<file path="config.mk">
export PLATFORM = sky130hd
export DESIGN_NAME = router_input_port_flat
export DESIGN_NICKNAME = d
export VERILOG_FILES = /design/src/rtl/noc_pkg.sv /design/src/rtl/router_input_port_if.sv /design/src/rtl/router_input_port.sv /design/src/flat_wrapper.sv
export SDC_FILE = /design/constraint.sdc
export NUM_CORES = 1
export LEC_CHECK = 0
export ABC_AREA = 0
export CORE_MARGIN = 2
export CORE_UTILIZATION = 55
export CTS_CLUSTER_SIZE = 40
export DETAILED_ROUTE_END_ITERATION = 8
export GPL_TIMING_DRIVEN = 0
export HOLD_SLACK_MARGIN = 0.05
export PLACE_DENSITY_LB_ADDON = 0.1
export SETUP_SLACK_MARGIN = 0.02
export SYNTH_ARGS = -nofsm -noshare
export SYNTH_HDL_FRONTEND = slang
export SYNTH_SLANG_ARGS = --single-unit
</file>
<file path="constraint.sdc">
create_clock -name clk -period 8.6 [get_ports clk]
set_clock_uncertainty 0.15 [all_clocks]
set_input_delay 1.72 -clock clk [delete_from_list [all_inputs] [get_ports clk]]
set_output_delay 1.72 -clock clk [all_outputs]
set_load 0.1 [all_outputs]
</file>
<file path="src/rtl/noc_pkg.sv">
// Shared NoC definitions: address field layout, packet view, port directions.
// Imported by the router input port and its interface.
package noc_pkg;

  localparam int ADDR_W    = 8;
  localparam int ADDR_X_HI = 7;
  localparam int ADDR_X_LO = 4;
  localparam int ADDR_Y_HI = 3;
  localparam int ADDR_Y_LO = 0;
  localparam int DROP_W    = 8;

  typedef struct packed {
    logic [23:0] payload;
    logic [3:0]  x;
    logic [3:0]  y;
  } packet_t;

  typedef enum logic [2:0] {
    SOUTH,
    EAST,
    WEST,
    LOCAL,
    NORTH
  } dir_e;

  function automatic logic [ADDR_W-1:0] pkt_addr(
    input packet_t p
  );
    return {p.x, p.y};
  endfunction

endpackage

</file>
<file path="src/rtl/router_input_port_if.sv">
// Link + head-of-line bundle of one router input port.
// master: neighbour/controller side; slave: the input port.
interface router_input_port_if
  import noc_pkg::*;
#(
  parameter int DATA_W = 32,
  parameter int DEPTH  = 4
);
  localparam int CNT_W = $clog2(DEPTH) + 1;

  logic [DATA_W-1:0] data_i;
  logic              valid_i;
  logic              full_o;
  logic [DATA_W-1:0] head_data_o;
  logic [ADDR_W-1:0] head_addr_o;
  logic              head_valid_o;
  logic              pop_i;
  logic [CNT_W-1:0]  count_o;
  logic [DROP_W-1:0] drop_cnt_o;

  modport master (
    output data_i, valid_i, pop_i,
    input  full_o, head_data_o, head_addr_o,
    input  head_valid_o, count_o, drop_cnt_o
  );

  modport slave (
    input  data_i, valid_i, pop_i,
    output full_o, head_data_o, head_addr_o,
    output head_valid_o, count_o, drop_cnt_o
  );
endinterface

</file>
<file path="src/rtl/router_input_port.sv">
// Router input FIFO: queues neighbour packets, exposes head addr/valid, pops on grant.
// Ports: clk, rst (async active low), port (router_input_port_if.slave); option ROUTER_INPUT_BYPASS_EN.
module router_input_port
  import noc_pkg::*;
#(
  parameter int DEPTH  = 4,
  parameter int DATA_W = 32
) (
  input logic                clk,
  input logic                rst,
  router_input_port_if.slave port
);
  localparam int PTR_W = $clog2(DEPTH);
  localparam int CNT_W = PTR_W + 1;

  logic [DATA_W-1:0] mem_q [DEPTH];
  logic [DATA_W-1:0] mem_d [DEPTH];
  logic [PTR_W-1:0]  wr_ptr_q, wr_ptr_d;
  logic [PTR_W-1:0]  rd_ptr_q, rd_ptr_d;
  logic [CNT_W-1:0]  count_q, count_d;
  logic              full_q, full_d;
  logic              hv_q, hv_d;
  logic [DROP_W-1:0] drop_q, drop_d;

  logic              fwd;
  logic              push;
  logic              pop;
  logic [DATA_W-1:0] head_data;
  logic              head_valid;

  always_comb begin
    fwd = 1'b0;
`ifdef ROUTER_INPUT_BYPASS_EN
    // empty queue + grant: packet goes straight through, never stored
    fwd = ~hv_q & port.valid_i & port.pop_i;
`endif
    // full is registered: a same-cycle pop does not free a slot
    push = port.valid_i & ~full_q & ~fwd;
    pop  = port.pop_i & hv_q;

    mem_d = mem_q;
    if (push) mem_d[wr_ptr_q] = port.data_i;

    wr_ptr_d = wr_ptr_q + PTR_W'(push);
    rd_ptr_d = rd_ptr_q + PTR_W'(pop);
    count_d  = count_q + CNT_W'(push) - CNT_W'(pop);
    full_d   = (count_d == CNT_W'(DEPTH));
    hv_d     = (count_d != '0);

    drop_d = drop_q;
    if (port.valid_i & full_q & (drop_q != '1))
      drop_d = drop_q + 1'b1;

    head_data  = mem_q[rd_ptr_q];
    head_valid = hv_q;
`ifdef ROUTER_INPUT_BYPASS_EN
    if (~hv_q & port.valid_i) begin
      head_data  = port.data_i;
      head_valid = 1'b1;
    end
`endif
  end

  always_ff @(posedge clk or negedge rst) begin
    if (!rst) begin
      wr_ptr_q <= '0;
      rd_ptr_q <= '0;
      count_q  <= '0;
      full_q   <= 1'b0;
      hv_q     <= 1'b0;
      drop_q   <= '0;
    end else begin
      wr_ptr_q <= wr_ptr_d;
      rd_ptr_q <= rd_ptr_d;
      count_q  <= count_d;
      full_q   <= full_d;
      hv_q     <= hv_d;
      drop_q   <= drop_d;
    end
  end

  // storage is deliberately not reset
  always_ff @(posedge clk) begin
    mem_q <= mem_d;
  end

  assign port.full_o       = full_q;
  assign port.head_data_o  = head_data;
  assign port.head_addr_o  = head_data[ADDR_W-1:0];
  assign port.head_valid_o = head_valid;
  assign port.count_o      = count_q;
  assign port.drop_cnt_o   = drop_q;

endmodule

</file>
<file path="src/flat_wrapper.sv">
// flat-port wrapper written by rule: the top's interface ports become plain ports
module router_input_port_flat import noc_pkg::*;
#(
  parameter int DEPTH  = 4,
  parameter int DATA_W = 32
)
  (clk, rst, port_data_i, port_valid_i, port_pop_i, port_full_o, port_head_data_o, port_head_addr_o, port_head_valid_o, port_count_o, port_drop_cnt_o);
  router_input_port_if #(.DATA_W(DATA_W), .DEPTH(DEPTH)) port_i ();
  input logic clk;
  input logic rst;
  input wire logic [$bits(port_i.data_i)-1:0] port_data_i;
  input wire logic [$bits(port_i.valid_i)-1:0] port_valid_i;
  input wire logic [$bits(port_i.pop_i)-1:0] port_pop_i;
  output wire logic [$bits(port_i.full_o)-1:0] port_full_o;
  output wire logic [$bits(port_i.head_data_o)-1:0] port_head_data_o;
  output wire logic [$bits(port_i.head_addr_o)-1:0] port_head_addr_o;
  output wire logic [$bits(port_i.head_valid_o)-1:0] port_head_valid_o;
  output wire logic [$bits(port_i.count_o)-1:0] port_count_o;
  output wire logic [$bits(port_i.drop_cnt_o)-1:0] port_drop_cnt_o;
  assign port_i.data_i = port_data_i;
  assign port_i.valid_i = port_valid_i;
  assign port_i.pop_i = port_pop_i;
  assign port_full_o = port_i.full_o;
  assign port_head_data_o = port_i.head_data_o;
  assign port_head_addr_o = port_i.head_addr_o;
  assign port_head_valid_o = port_i.head_valid_o;
  assign port_count_o = port_i.count_o;
  assign port_drop_cnt_o = port_i.drop_cnt_o;
  router_input_port #(.DEPTH(DEPTH), .DATA_W(DATA_W)) u_core (.clk(clk), .rst(rst), .port(port_i));
endmodule
</file>
### Word-level counts from Yosys, hierarchy flattened

Index checks and enable logic that the tools add are counted.

| storage, ports and cells | value |
|---|---|
| register bits after elaboration | 145 |

| cells by class | value |
|---|---|
| add/sub/neg operators | 5 |
| order comparisons | 3 |
| eq/ne operators | 2 |
| multiplexer cells | 6 |
| bitwise logic cells | 7 |
| reductions and logical operators | 2 |

Operators by type and width:

| cell | number |
|---|---|
| $bwmux W128 | 1 |
| $mux W32 | 3 |
| $bmux W32 S2 | 1 |
| $demux W32 S2 | 1 |
| $add A8 B1 Y8 const B | 1 |
| $ne A8 B8 Y1 const B | 1 |
| $ge A3 B3 Y1 const B | 2 |
| $not A2 Y3 | 2 |
| $add A2 B1 Y2 | 2 |
| $and A1 B1 Y1 | 4 |
| $add A3 B1 Y3 | 1 |
| $eq A3 B3 Y1 const B | 1 |
| $lt A3 B1 Y1 const B | 1 |
| $reduce_bool A3 Y1 | 1 |
| $sub A3 B1 Y3 | 1 |
| $logic_and A1 B1 Y1 | 1 |
| $not A1 Y1 | 1 |

### Longest topological paths before layout

| depth | value |
|---|---|
| depth after elaboration | 6 |
| mapped depth | 8 |
| mapped depth without buffers | 8 |

### Worst setup path before layout

Ideal clock, no wire load.

| path | value |
|---|---|
| path type | input -> register |
| start | input port_valid_i |
| end | register u_core.mem_q[100] (netlist bit), enable pin |
| setup time | 468 ps |
| arrival time | 4331 ps |
| required time | 7982 ps |
| setup slack | 3651 ps |
| stages on the path | 2 |
| buffers on the path | 0 |
| cells stage by stage | and2b_1 > nor3b_1 |

| between the ends | value |
|---|---|
| longest elaborated chain between the ends | 1 |

RTL lines:

| item | RTL line | text |
|---|---|---|
| start: declaration | flat_wrapper.sv:12 | `input wire logic [$bits(port_i.valid_i)-1:0] port_valid_i;` |
| $and A1 B1 Y1 | router_input_port.sv:38 | `push = port.valid_i & ~full_q & ~fwd;` |
| end signal: assignment | router_input_port.sv:84 | `mem_q <= mem_d;` |
| end: declaration | router_input_port.sv:16 | `logic [DATA_W-1:0] mem_q [DEPTH];` |

Every way passes these cells.
A chain may end at the register's enable or synchronous reset.

### Worst setup path after layout

| path | value |
|---|---|
| start | register u_core.rd_ptr_q[1] |
| end | output port_head_data_o[7] |

| between the ends | value |
|---|---|
| longest elaborated chain between the ends | 4 |

RTL lines:

| item | RTL line | text |
|---|---|---|
| start: declaration | router_input_port.sv:19 | `logic [PTR_W-1:0] rd_ptr_q, rd_ptr_d;` |
| start signal: assignment | router_input_port.sv:74 | `rd_ptr_q <= rd_ptr_d;` |
| $not A2 Y3 (implied by the code) | router_input_port.sv:54 | `head_data = mem_q[rd_ptr_q];` |
| $bmux W32 S2 | router_input_port.sv:54 |  |
| $mux W32 (implied by the code) (2 in a row) | router_input_port.sv:54 |  |
| end: declaration | flat_wrapper.sv:15 | `output wire logic [$bits(port_i.head_data_o)-1:0] port_head_data_o;` |

Every way passes these cells. The select of a mux whose other input is x is not followed.

==> summary.txt <==
==============================================================================
Startpoint of the most critical register-to-register path         u_core.port.full_o$_DFF_PN0_
Die ar.                                                           0.01087 sq mm
Total negative slack                                                      0 ns
Gate count after technology mapping                                        246
Flip-flop and latch count after synthesis                                  145
Hold violation count in the final report                                     0
Clock transition at the registers of the reported paths                0.06 ns
Core Box Area                                                     0.009774 sq mm
Data required time of the worst path                                   6.73 ns
Max-slew violations                                                          0
Worst Min Path Start                                              u_core.port.drop_cnt_o[0]$_DFFE_PN0P_
Average size of a mapped cell                                      22.47 sq um
R2R Path End                                                      u_core.port.head_valid_o$_DFF_PN0_
# hold bufs at CTS                                                           0
Status                                                            complete, no violations
Master cell of the clock root buffer                              sky130_fd_sc_hd__clkbuf_8
Number of cell instances on the worst register-to-register path              6
Post-Syn Area                                                     0.005528 sq mm
Die outline width                                                     104.3 um
Largest cells by area after synthesis                             sky130_fd_sc_hd__edfxtp_1 (70%), sky130_fd_sc_hd__mux4_2 (11%), sky130_fd_sc_hd__dfrtp_1 (7.7%), sky130_fd_sc_hd__mux4_1 (1.9%), sky130_fd_sc_hd__buf_12 (1.1%)
Number of different library cells in the post-synthesis netlist             30
Max Root-Sink Buffers                                                        2
Critical path class                                                 reg -> out
Post-DP HPWL                                                           6081 um
Critical Path AT                                                       2.87 ns
Initial standard-cell utilization of the core                           0.5655
Async set or reset register ratio after synthesis                       0.1172
Final routed DRC violation total                                             0
Post-synth net total                                                       286
TritonCTS clock tree                                                      done
Flip-flop cell with the highest count after synthesis             sky130_fd_sc_hd__edfxtp_1
Layout Area Growth over Synthesis                                       32.23%
Category of the worst setup path launch point                         register
Resized cells post-CTS                                                       0
Maximum capacitance violations                                               0
WL per Instance                                                       18.63 um
Worst Max-Slew Pin Slew                                               1.014 ns
Starting DRC count in detailed routing                                     113
Number of nets with antenna violations after detailed routing                0
Finished Layout Cells                                                      504
Final worst-path cycle share                                            0.5517
Worst Hold Path Cells                                                        1
Maximum number of pins on one net before global-route repair                33
First-pass GRT wire length                                            15260 um
Clock period minus final worst setup slack                            4.745 ns
Max-slew headroom                                                       0.3219
R2R setup slack                                                        6.42 ns
Unrepaired setup endpoints after global routing                          false
Via count of the routed design                                            2706
Total clock buffers created by CTS                                          17
Initial antenna violation count                                              0
Synth top area share                                                    0.6953
Hold crit path type                                                 reg -> reg
Highest fanout seen on the critical path                                    10
Final hold slack                                                     0.4116 ns
Placement Rows                                                              36
Total number of H-tree levels                                                4
Chip Height                                                           104.3 um
RD Place Congestion                                                     0.7111
End point of the worst hold path                                  u_core.port.drop_cnt_o[0]$_DFFE_PN0P_
Layout Nets                                                                398
Count of buffers added by post-CTS timing repair for setup                   0
Highest attainable clock frequency                                  0.2108 GHz
First-pass iteration count of the detailed router                            4
Vias in the first global route                                            2903
Number of enable-type register cells in the synthesized netlist            128
CP endpoint kind                                                    output pin
Proportion of synthesized chip area in sequential cells                 0.7723
Via-to-Cell Ratio                                                        5.369
Biggest area consumer among synthesized cells                     sky130_fd_sc_hd__edfxtp_1
Number of input and output port buffers inserted                            88
Fraction of layout cells with a size suffix above 1                     0.2318
Aggregate routed wire length                                           9391 um
Io pins                                                                     89
Final global-route overflow total                                            0
Inst Count DP                                                              472
Final setup violating endpoints                                              0
Clock insertion delay at the later pin of the skew report              0.51 ns
Count of clock tree sinks                                                  145
Number of inserted diodes                                                    0
Synth warnings                                                               0
Global Route Usage Sum                                                  0.1898
==============================================================================
[cell usage in the layout, fill, tap and decap left out, drive strengths merged]
master | Yosys | final
nor4 | 1 | 1
inv | 3 | 4
bufinv | 0 | 5
and3 | 2 | 2
dfrtp | 17 | 17
a21oi | 1 | 1
mux4 | 32 | 32
a31oi | 1 | 1
nand4 | 3 | 3
clkdlybuf4s50 | 0 | 88
clkinv | 0 | 6
nor2 | 5 | 5
o211ai | 1 | 1
nand2 | 8 | 8
nor3b | 1 | 1
or2 | 1 | 1
buf | 15 | 20
a211oi | 3 | 3
nor3 | 1 | 1
and4 | 1 | 1
mux2 | 2 | 2
fa | 1 | 1
edfxtp | 128 | 128
xor2 | 4 | 4
clkinvlp | 0 | 1
and2b | 1 | 1
nand3 | 4 | 4
ha | 3 | 3
clkbuf | 1 | 20
xnor2 | 6 | 6
[worst max-delay path by stage]
| stage | slack (ns) | cells after the start | to | from |
|---|---|---|---|---|
| 6_report | 3.86 | 5 | port_head_data_o[7] | u_core.rd_ptr_q[1]$_DFF_PN0_ |
| 5_1_grt | 3.72 | 5 | port_head_data_o[7] | u_core.rd_ptr_q[1]$_DFF_PN0_ |
| 4_1_cts | 3.78 | 5 | port_head_data_o[7] | u_core.rd_ptr_q[1]$_DFF_PN0_ |
| 3_5_place_dp | 4.32 | 5 | port_head_data_o[7] | u_core.rd_ptr_q[1]$_DFF_PN0_ |
| 3_3_place_gp | 1.23 | 3 | u_core.mem_q[110]$_DFFE_PP_ | port_valid_i |
| 2_1_floorplan | 3.65 | 2 | u_core.mem_q[100]$_DFFE_PP_ | port_valid_i |
[worst max-delay path, cell delays in order (launching register included)]
cell and delay, ns:
sky130_fd_sc_hd__dfrtp_1 0.33, sky130_fd_sc_hd__clkbuf_1 0.21, sky130_fd_sc_hd__buf_2 0.32, sky130_fd_sc_hd__mux4_2 0.28
sky130_fd_sc_hd__buf_4 0.11, sky130_fd_sc_hd__clkdlybuf4s50_1 1.12
[state kept, by name (all words and copies together), names as in the netlist]
signal                    cells
u_core.mem_q                128
u_core.port.drop_cnt_o        8
u_core.port.count_o           3
u_core.rd_ptr_q               2
u_core.wr_ptr_q               2
u_core.port.full_o            1
u_core.port.head_valid_o      1
[layer usage]
metal	wire length, um	share of wire	GRT usage
met5	0	0	0
met4	51	0.0054	0.06371
met3	388	0.041	0.05952
met2	5026	0.54	0.3195
met1	3925	0.42	0.2365
[synthesized netlist by cell type (3+ instances only)]
| library cell | count |
|---|---|
| sky130_fd_sc_hd__inv_1 | 3 |
| sky130_fd_sc_hd__buf_2 | 3 |
| sky130_fd_sc_hd__buf_12 | 3 |
| sky130_fd_sc_hd__mux4_2 | 28 |
| sky130_fd_sc_hd__ha_1 | 3 |
| sky130_fd_sc_hd__nand2_1 | 8 |
| sky130_fd_sc_hd__nor2_1 | 5 |
| sky130_fd_sc_hd__xnor2_1 | 6 |
| sky130_fd_sc_hd__mux4_1 | 4 |
| sky130_fd_sc_hd__dfrtp_1 | 17 |
| sky130_fd_sc_hd__nand4_1 | 3 |
| sky130_fd_sc_hd__xor2_1 | 4 |
| sky130_fd_sc_hd__edfxtp_1 | 128 |
| sky130_fd_sc_hd__a211oi_1 | 3 |
| sky130_fd_sc_hd__nand3_1 | 4 |
| sky130_fd_sc_hd__buf_4 | 8 |
[cells by family (layout without fill, tap and decap cells)]
family,after synthesis,count (layout),share of synthesized area
fa+ha+maj,4,4,0.01041
xor+xnor,10,10,0.01584
compound gates,6,6,0.008374
buf+inv,19,144,0.02920
mux,34,34,0.1372
simple gates,28,28,0.02671
flops,145,145,0.7723
[layout make-up]
type	instances	area [sq um]
buffer	16	150.1
clock buffer	19	421.7
clock inverter	13	210.2
fill	597	2465
inverter	3	11.26
multi-input combinational	82	1119
sequential	145	4269
tap	133	166.4
timing repair buffer	93	962.2
[metrics by stage]
stage	cell area (sq um)	worst slack (ns)	utilization
2_1_floorplan	5528	3.651	-
3_3_place_gp	6575	1.228	0.6727
3_5_place_dp	6678	4.315	0.6832
4_1_cts	7310	3.784	0.7478
5_1_grt	7310	3.720	0.7478
6_report	7310	3.855	0.7478
Power is left out: the tool's default activity adds up to more than one toggle a clock period on the data nets, which glitch-free logic cannot reach.
